--- config.mk ---
export PLATFORM = sky130hd
export DESIGN_NAME = result_frame_tx
export DESIGN_NICKNAME = d
export VERILOG_FILES = /design/src/rtl/matrix_pkg.sv /design/src/rtl/frame_byte_sel.sv /design/src/rtl/result_frame_tx.sv
export SDC_FILE = /design/constraint.sdc
export NUM_CORES = 1
export LEC_CHECK = 0
export BUFFER_PORTS_ARGS = -buffer_cell sky130_fd_sc_hd__buf_2
export CAP_MARGIN = 20
export CORE_AREA = 2 2 322 324
export CTS_BUF_LIST = sky130_fd_sc_hd__clkbuf_4 sky130_fd_sc_hd__clkbuf_8
export CTS_CLUSTER_SIZE = 30
export DETAILED_ROUTE_END_ITERATION = 10
export DIE_AREA = 0 0 324 326
export PLACE_DENSITY_LB_ADDON = 0.2
export SETUP_SLACK_MARGIN = 0.5
export SLEW_MARGIN = 20
export SYNTH_ARGS = -nofsm -noshare
export SYNTH_HDL_FRONTEND = slang
export SYNTH_SLANG_ARGS = --single-unit
--- constraint.sdc ---
create_clock -name clk -period 78.4 [get_ports clk]
set_input_delay 11.76 -clock clk [delete_from_list [all_inputs] [get_ports clk]]
set_output_delay 11.76 -clock clk [all_outputs]
set_load 0.1 [all_outputs]
--- src/rtl/matrix_pkg.sv ---
`default_nettype none
// ============================================================================
// Module      : matrix_pkg
// Description : Shared constants and types for the matrix multiplier link:
//               matrix geometry, response-frame options and the framer's
//               state / byte-phase encodings.
// Revision    : 1.0 - initial release
// ============================================================================
package matrix_pkg;

  localparam int MATRIX_MAX_SIZE     = 10;
  localparam int MATRIX_DATA_WIDTH   = 8;
  localparam bit FRAME_SEND_CHECKSUM = 1'b1;

  typedef enum logic [2:0] {
    ST_IDLE      = 3'd0,
    ST_LOAD      = 3'd1,
    ST_SEND      = 3'd2,
    ST_WAIT_ACK  = 3'd3,
    ST_WAIT_DONE = 3'd4,
    ST_FINISH    = 3'd5
  } frame_state_t;

  // Which part of the response frame the byte pointer is on.
  typedef enum logic [1:0] {
    PH_HEADER = 2'd0,
    PH_ELEM   = 2'd1,
    PH_CSUM   = 2'd2
  } frame_phase_t;

  // Total bytes on the wire for an n x n result.
  function automatic int frame_len(input int n, input bit csum);
    return 1 + n * n + (csum ? 1 : 0);
  endfunction

endpackage
`default_nettype wire

--- src/rtl/frame_byte_sel.sv ---
`default_nettype none
// ============================================================================
// Module      : frame_byte_sel
// Description : Combinational byte mux for the response frame. Picks the
//               header, element (row,col) of the snapshot, or the checksum.
// Ports       : i_snapshot - flattened result snapshot
//               i_size     - matrix dimension N (header payload)
//               i_row/i_col- element pointer
//               i_phase    - header / element / checksum
//               i_csum     - running checksum
//               o_byte     - selected byte
// Revision    : 1.0 - initial release
// ============================================================================
module frame_byte_sel
  import matrix_pkg::*;
#(
  parameter int MAX_SIZE   = MATRIX_MAX_SIZE,
  parameter int DATA_WIDTH = MATRIX_DATA_WIDTH
) (
  input  logic [MAX_SIZE*MAX_SIZE*DATA_WIDTH-1:0] i_snapshot,
  input  logic [3:0]                              i_size,
  input  logic [3:0]                              i_row,
  input  logic [3:0]                              i_col,
  input  frame_phase_t                            i_phase,
  input  logic [7:0]                              i_csum,
  output logic [7:0]                              o_byte
);

  localparam int C_ELEMS = MAX_SIZE * MAX_SIZE;
  localparam int C_IDX_W = $clog2(C_ELEMS);

  logic [DATA_WIDTH-1:0] w_elems [C_ELEMS];
  logic [C_IDX_W-1:0]    w_idx;

  for (genvar g = 0; g < C_ELEMS; g++) begin : g_elem
    assign w_elems[g] = i_snapshot[g*DATA_WIDTH +: DATA_WIDTH];
  end

  always_comb begin
    w_idx  = C_IDX_W'(i_row) * C_IDX_W'(MAX_SIZE) + C_IDX_W'(i_col);
    o_byte = '0;
    case (i_phase)
      PH_HEADER: o_byte = {4'b0000, i_size};
      // Guard keeps an out-of-range pointer from indexing past the array.
      PH_ELEM:   if (w_idx < C_IDX_W'(C_ELEMS)) o_byte = w_elems[w_idx];
      PH_CSUM:   o_byte = i_csum;
      default:   o_byte = '0;
    endcase
  end

endmodule
`default_nettype wire

--- src/rtl/result_frame_tx.sv ---
`default_nettype none
// ============================================================================
// Module      : result_frame_tx
// Description : UART response framer. Snapshots the result matrix on start
//               and streams size byte, N*N elements (row-major) and an
//               optional XOR checksum through the uart_tx start/busy
//               handshake.
// Ports       : clk, rst            - baud clock, async active-high reset
//               start               - one-cycle frame request (IDLE only)
//               matrix_size, result - N and flattened C matrix
//               tx_busy             - uart_tx busy
//               tx_start, tx_data   - byte request to uart_tx
//               busy, done, size_err- frame status
// Revision    : 1.0 - initial release
// ============================================================================
module result_frame_tx
  import matrix_pkg::*;
#(
  parameter int MAX_SIZE      = MATRIX_MAX_SIZE,
  parameter int DATA_WIDTH    = MATRIX_DATA_WIDTH,
  parameter bit SEND_CHECKSUM = FRAME_SEND_CHECKSUM
) (
  input  logic                                   clk,
  input  logic                                   rst,
  input  logic                                   start,
  input  logic [3:0]                             matrix_size,
  input  logic [MAX_SIZE*MAX_SIZE*DATA_WIDTH-1:0] result,
  input  logic                                   tx_busy,
  output logic                                   tx_start,
  output logic [7:0]                             tx_data,
  output logic                                   busy,
  output logic                                   done,
  output logic                                   size_err
);

  frame_state_t                          r_state;
  frame_state_t                          w_state_nxt;
  frame_phase_t                          r_phase;
  logic [MAX_SIZE*MAX_SIZE*DATA_WIDTH-1:0] r_snapshot;
  logic [3:0]                            r_size;
  logic [3:0]                            r_row;
  logic [3:0]                            r_col;
  logic [7:0]                            r_csum;
  logic                                  r_size_err;

  logic w_size_bad;
  logic w_last_col;
  logic w_last_row;
  logic w_last_byte;

  assign w_size_bad = (r_size == 4'd0) || ({28'd0, r_size} > 32'(MAX_SIZE));
  assign w_last_col = (r_col == r_size - 4'd1);
  assign w_last_row = (r_row == r_size - 4'd1);
  // Final byte is the checksum, or the last element when no checksum is sent.
  assign w_last_byte = (r_phase == PH_CSUM) ||
                       ((r_phase == PH_ELEM) && w_last_row && w_last_col && !SEND_CHECKSUM);

  frame_byte_sel #(
    .MAX_SIZE   (MAX_SIZE),
    .DATA_WIDTH (DATA_WIDTH)
  ) u_byte_sel (
    .i_snapshot (r_snapshot),
    .i_size     (r_size),
    .i_row      (r_row),
    .i_col      (r_col),
    .i_phase    (r_phase),
    .i_csum     (r_csum),
    .o_byte     (tx_data)
  );

  assign size_err = r_size_err;

  always_comb begin
    w_state_nxt = r_state;
    tx_start    = 1'b0;
    busy        = 1'b0;
    done        = 1'b0;
    case (r_state)
      ST_IDLE: if (start) w_state_nxt = ST_LOAD;
      ST_LOAD: begin
        busy = 1'b1;
        if (w_size_bad)    w_state_nxt = ST_FINISH;
        else if (!tx_busy) w_state_nxt = ST_SEND;
      end
      ST_SEND: begin
        busy        = 1'b1;
        tx_start    = 1'b1;
        w_state_nxt = ST_WAIT_ACK;
      end
      ST_WAIT_ACK: begin
        busy = 1'b1;
        if (tx_busy) w_state_nxt = ST_WAIT_DONE;
      end
      ST_WAIT_DONE: begin
        busy = 1'b1;
        if (!tx_busy) w_state_nxt = w_last_byte ? ST_FINISH : ST_SEND;
      end
      ST_FINISH: begin
        done        = 1'b1;
        w_state_nxt = ST_IDLE;
      end
      default: w_state_nxt = ST_IDLE;
    endcase
  end

  always_ff @(posedge clk or posedge rst) begin
    if (rst) begin
      r_state    <= ST_IDLE;
      r_phase    <= PH_HEADER;
      r_snapshot <= '0;
      r_size     <= '0;
      r_row      <= '0;
      r_col      <= '0;
      r_csum     <= '0;
      r_size_err <= 1'b0;
    end else begin
      r_state <= w_state_nxt;
      case (r_state)
        ST_IDLE: begin
          if (start) begin
            r_snapshot <= result;
            r_size     <= matrix_size;
            r_size_err <= 1'b0;
          end
        end
        ST_LOAD: begin
          r_phase <= PH_HEADER;
          r_row   <= '0;
          r_col   <= '0;
          r_csum  <= '0;
          if (w_size_bad) r_size_err <= 1'b1;
        end
        ST_SEND: begin
          if (r_phase != PH_CSUM) r_csum <= r_csum ^ tx_data;
        end
        ST_WAIT_DONE: begin
          if (!tx_busy && !w_last_byte) begin
            case (r_phase)
              PH_HEADER: r_phase <= PH_ELEM;
              PH_ELEM: begin
                if (w_last_col) begin
                  r_col <= '0;
                  if (w_last_row) r_phase <= PH_CSUM;
                  else            r_row   <= r_row + 4'd1;
                end else begin
                  r_col <= r_col + 4'd1;
                end
              end
              default: r_phase <= r_phase;
            endcase
          end
        end
        default: ;
      endcase
    end
  end

endmodule
`default_nettype wire

Yosys cells after proc, flatten, opt, wreduce, memory -nomap -nowiden
Cells that the tools add are included.

Bits in registers: 826. Bits of input ports: 808. Output and inout bits: 12. Logic and storage cells: 93.

Add/subtract/negate cells: 4. Multipliers: 1. Order comparisons: 3. Equality and inequality tests: 23. Multiplexer cells: 34. Bitwise logic cells: 2. Reduce and logical (&&, ||, !) cells: 18.

Operators with widths (count): $bmux 8 s7 (1); $mux 8 (4); $mux 4 (7); $pmux 8 s3 (1); $ne 2x2->1 const B (10); $mux 3 (6); $pmux 4 s2 (2); $pmux 8 s2 (1); $pmux 3 s5 (1); $reduce_and 5->1 (2); $ne 3x3->1 const B (3); $add 4x1->4 const B (2); $eq 4x4->1 (2); $ge 8x8->1 const B (1); $not 7->8 (1); $pmux 2 s2 (2); $xor 8x8->8 (1); $add 7x4->7 (1); $lt 7x7->1 const B (1); $eq 3x2->1 const B (2); $eq 3x3->1 const B (2); $mul 4x3->6 const B (1); $mux 2 (3); $reduce_and 3->1 (2); other kinds (18) (26).

Longest topological paths before layout
Depth in word-level cells: 11. Gate-level depth with buffers: 13. Mapped depth without buffers: 11.

Hierarchy
From an unflattened synthesis, not the netlist that was laid out.

Cell total of the unflattened synthesis: 2436. Area, all modules: 38516.9 um^2.

Modules (own cells, without submodules): result_frame_tx (times used 1, cells an instance 1852, area each 31211.2 um^2, sequential area each 20669.8 um^2); frame_byte_sel (times used 1, cells an instance 584, area each 7305.8 um^2, sequential area each 0.0 um^2).

Least setup slack after synthesis
Ideal clock, no wire load.

Path kind: flip-flop to output port. Start point: register r_row[1]. End point: output port tx_data[1]. Data arrival time: 4809 ps. Required time: 66640 ps. Slack: 61831 ps. Stages on the path, launching flop included: 12. Path buffers: 1. Cells stage by stage: dfrtp_1 > ha_1 > ha_1 > inv_1 > fa_1 > xor2_2 > nand4_1 > clkbuf_1 > a221oi_1 > a2111o_1 > o211ai_1 > o21ai_0.

Cells in the longest elaborated chain, start to end: 8. Elaborated cells between the ends (all ways): 9. Those cells by class: add/sub: 1; mul: 1; order compare: 1; mux: 5; bitwise: 1.

Ends and longest elaborated chain: start, declared (line result_frame_tx.sv:41) `logic [3:0] r_row;`; start signal, assigned (line result_frame_tx.sv:144) `else r_row <= r_row + 4'd1;`; $mul 4x3->6 (*) (line frame_byte_sel.sv:40) `w_idx = C_IDX_W'(i_row) * C_IDX_W'(MAX_SIZE) + C_IDX_W'(i_col);`; $add 7x4->7 (*) (line frame_byte_sel.sv:40); $not 7->8 (implied by the code) (line frame_byte_sel.sv:45) `PH_ELEM: if (w_idx < C_IDX_W'(C_ELEMS)) o_byte = w_elems[w_idx];`; $bmux 8 s7 (line frame_byte_sel.sv:45); $mux 8 (implied by the code) (2 in a row) (line frame_byte_sel.sv:45); $mux 8 (*) (line frame_byte_sel.sv:45); $pmux 8 s3 (*) (line frame_byte_sel.sv:42) `case (i_phase)`; end, declared (line result_frame_tx.sv:30) `output logic [7:0] tx_data,`.

Every way passes the cells marked *; elsewhere a longest branch is shown, timed or not. The select of a mux whose other input is x is not followed.

Worst setup path after layout
Start point: register r_row[0]. End point: output port tx_data[3].

Same word-level chain as after synthesis.

==> summary.txt <==
Pwr
  • Switch Pwr: 821 µW
  • Int Power: 1.21 mW
  • Clk pwr share: 21.0%
  • Leakage: 24.6 nW
  • Power Dens Cells: 43.5 nW/µm²
  • Tot Pwr: 2.03 mW
  • Maximum VDD drop: 0.0281 mV
  • Seq pwr share: 37.3%
  • Sw frac: 40.4%
  • Combinational power share: 41.7%

Cells and area
  • Nets@finish: 5667
  • P&R area growth vs syn: 21.0%
  • Layout cells sized above 1: 27.1%
  • Final Util: 45.5%
  • Design area: 46600 µm²
  • Filler cell count: 10100

Timing
  • Setup Skew: 0.0417 ns
  • Final Hold Fails: 0
  • RSZ-0062 raised after global routing: false
  • Final setup viols: 0
  • Max frequency: 55.4 MHz
  • Fin. max-slew vios: 0
  • Final worst path period need: 18.06 ns
  • Period Utilization, post-route: 23.0%
  • Worst Max-Slew Pin Slew: 1.24 ns
  • Setup TNS: 0 ns
  • Worst slew margin: 16.6%

Synth
  • Post-synth EDFFs: 0
  • Gate Count Post-Synth: 4100
  • Main synth FF type: dfrtp_1
  • Mapped Avg Cell Area: 9.41 µm²
  • Asr flop ratio synth: 100%
  • Seq/Total Area, Yosys: 53.6%
  • Ranking of synthesized cells by area: dfrtp_1 (54%), nand2_1 (24%), mux4_2 (12%)
  • Syn Std Cell Area: 38600 µm²
  • Synth warnings: 0
  • Yosys top cell area share: 53.6%
  • Synthesized Nets: 4921
  • Cell variety after synth: 72
  • Cell taking the most area after synthesis: dfrtp_1
  • Synthesized flop and latch total: 826

Setup path
  • Crit path buf inv count: 3
  • Highest cell delay on the worst timing path: 0.90 ns
  • R2R cell count: 10
  • RR Endpoint: r_csum[1]$_DFFE_PP0P_
  • Worst EP required: 66.64 ns
  • Crit Path Category: flop to output pin
  • Worst Setup Start Kind: flop
  • Register-to-Register Setup Slack: 73.37 ns
  • CP cell instances: ha_4 -> buf_4 -> buf_4 -> mux4_2 -> nand2_1 -> a221oi_1 -> a2111o_1 -> o211ai_1 -> o21ai_0 -> buf_2
  • Worst r2r src: r_row[0]$_DFFE_PP0P_
  • Slowest CP cell: buf_4
  • Largest fanout on the critical path: 63
  • CP Capture Type: output pin
  • Most frequent CP cell: buf_4
  • Critical path's top delay family: buffers and inverters
  • Worst Path Arrival: 6.30 ns

Route
  • ANT nets after route: 0
  • Drc violations: 0
  • Drt first pass iters: 5
  • DR vias: 32100
  • Vias per Instance: 5.06
  • Mean routed wirelength per cell: 22.1 µm
  • Drt initial violations: 2502
  • Routed wire length: 140000 µm

Worst hold path
  • Hold Path Class: flop to flop
  • Hold endpoint: r_snapshot[603]$_DFFE_PP0P_
  • Cell count of the worst hold path: 2
  • HP Start: r_snapshot[603]$_DFFE_PP0P_

Global route
  • Total track usage: 26.4%
  • Initial antenna violation count: 20
  • First-pass GRT wire length: 205000 µm
  • Vias in the first global route: 32500
  • Maximum number of pins on one net before global-route repair: 229
  • GRT overflow: 0

Status
  • Outcome: finished clean

Run
  • Max-Cap Viols: 0

Clock network
  • CTS H-tree depth: 4
  • Clock transition at the registers of the reported paths: 0.06 ns
  • Clock sink count: 826
  • TritonCTS clock tree: done
  • CTS Hold Buffers Added: 0
  • CTS root buf: clkbuf_8
  • Post-CTS resize count: 0
  • # Post-CTS Setup Buffers: 0
  • Clk buf depth: 3
  • Cts bufs inserted: 147
  • Clk Latency, worst-skew pair: 0.82 ns

Die
  • Site row count: 118
  • Die ar.: 106000 µm²
  • Initial Util: 37.6%
  • Top Ports: 820
  • Die width: 324 µm
  • Die H: 326 µm
  • Core ar.: 103000 µm²

Place
  • Dpl hpwl: 102000 µm
  • Placed Area: 43500 µm²
  • Routability cong.: 0.873
  • Port-buffer cells: 819
-- state kept, by name (all words and copies together), names as in the netlist --
signal	flops
r_col	4
r_state	3
r_phase	2
r_csum	8
r_snapshot	800
r_row	4
r_size	4
size_err	1
-- layer usage --
| layer | GRT usage (%) | routed length [µm] |
|---|---|---|
| met1 | 34.7 | 58300 |
| met2 | 42.5 | 67400 |
| met3 | 4.54 | 7570 |
| met4 | 12.7 | 6830 |
| met5 | 0 | 51 |
-- logic make-up (layout without fill, tap and decap cells) --
| kind of cell | count (synthesis) | in the layout | synth area share, % |
|---|---|---|---|
| other | 0 | 14 | 0 |
| muxes | 259 | 259 | 13.7 |
| buffers and inverters | 268 | 1112 | 3.33 |
| xor gates and xnor gates | 21 | 21 | 0.652 |
| AOI/OAI and AO/OA | 140 | 140 | 2.74 |
| and+or+nand+nor | 2573 | 2573 | 25.5 |
| DFF | 826 | 826 | 53.6 |
| adders and majority gates | 13 | 13 | 0.461 |
-- power by group through the flow --
stage | sequential [mW] | combinational, mW | clock (mW)
2_1_floorplan | 0.707 | 0.622 | 0
3_3_place_gp | 0.765 | 0.840 | 0
3_5_place_dp | 0.764 | 0.852 | 0
4_1_cts | 0.759 | 0.855 | 0.435
5_1_grt | 0.778 | 0.933 | 0.456
6_report | 0.758 | 0.847 | 0.426
-- cell usage after synthesis, drive strengths merged (8+ instances only) --
cell,number
a221oi,11
nand2b,11
o211ai,11
nor2,20
o22ai,13
a21oi,10
nor3,11
nand2,2473
buf,57
nor4,8
inv,12
mux2,8
nand3,15
xor2,8
mux4,214
and3,8
dfrtp,826
o21ai,19
xnor2,10
clkbuf,199
a211oi,12
mux2i,37
ha,11
-- how the worst max path moves through the flow --
stage,from,end,cells past startpoint
finish,r_row[0]$_DFFE_PP0P_,tx_data[3],10
global route,r_row[0]$_DFFE_PP0P_,tx_data[3],10
floorplan,rst,r_col[0]$_DFFE_PP0P_,1
global placement,r_row[0]$_DFFE_PP0P_,tx_data[3],10
detailed placement,r_row[0]$_DFFE_PP0P_,tx_data[3],10
CTS,r_row[0]$_DFFE_PP0P_,tx_data[3],10
-- worst register-to-register path, cell delays in order (launching register included) --
cell and delay, ns:
dfrtp_1 0.48, ha_4 0.76, buf_4 0.94, buf_4 0.98
mux4_2 0.38, mux2i_1 0.13, mux2i_1 0.22, mux2_2 0.28
nor2_1 0.08, or4_1 0.51, o211ai_1 0.16
-- layout make-up --
class                   count  area, µm²  area share, %
flip-flops and latches    826      20700           44.3
multi-input cells        3006      16700           35.7
repair buffers            853       4440           9.51
clock buffers             226       2820           6.05
well taps                1380       1730           3.70
clock inverters            21        243          0.520
inverters                  12       52.6          0.113
diodes                     14       35.0         0.0751
-- layout by cell type (no fill, tap or decap), types with 8 or more instances in the layout --
cell / netlist / final
a211oi_1: 11 / 11
a21oi_1: 10 / 10
a221oi_1: 10 / 10
buf_2: 21 / 819
buf_4: 13 / 28
clkbuf_4: 0 / 46
clkbuf_8: 0 / 180
clkinv_2: 0 / 9
dfrtp_1: 826 / 825
diode_2: 0 / 14
ha_1: 11 / 10
inv_1: 12 / 10
mux2i_1: 37 / 37
mux4_2: 214 / 214
nand2_1: 2473 / 2472
nand2b_1: 11 / 11
nand3_1: 15 / 15
nor2_1: 19 / 19
nor3_1: 11 / 10
nor4_1: 8 / 8
o211ai_1: 11 / 11
o21ai_0: 17 / 17
o22ai_1: 13 / 13
xnor2_1: 10 / 9
-- metrics by stage --
stage	instances	setup WS, ns	hold slack, ns
final	6338	60.34	0.468
after global routing	6335	60.19	0.480
after CTS	6323	60.31	0.471
after detailed placement	6076	61.22	0.457
after global placement	6076	61.26	0.451
after floorplan	4100	43.44	0.438
Note: power is estimated with default switching activity, not from simulation.
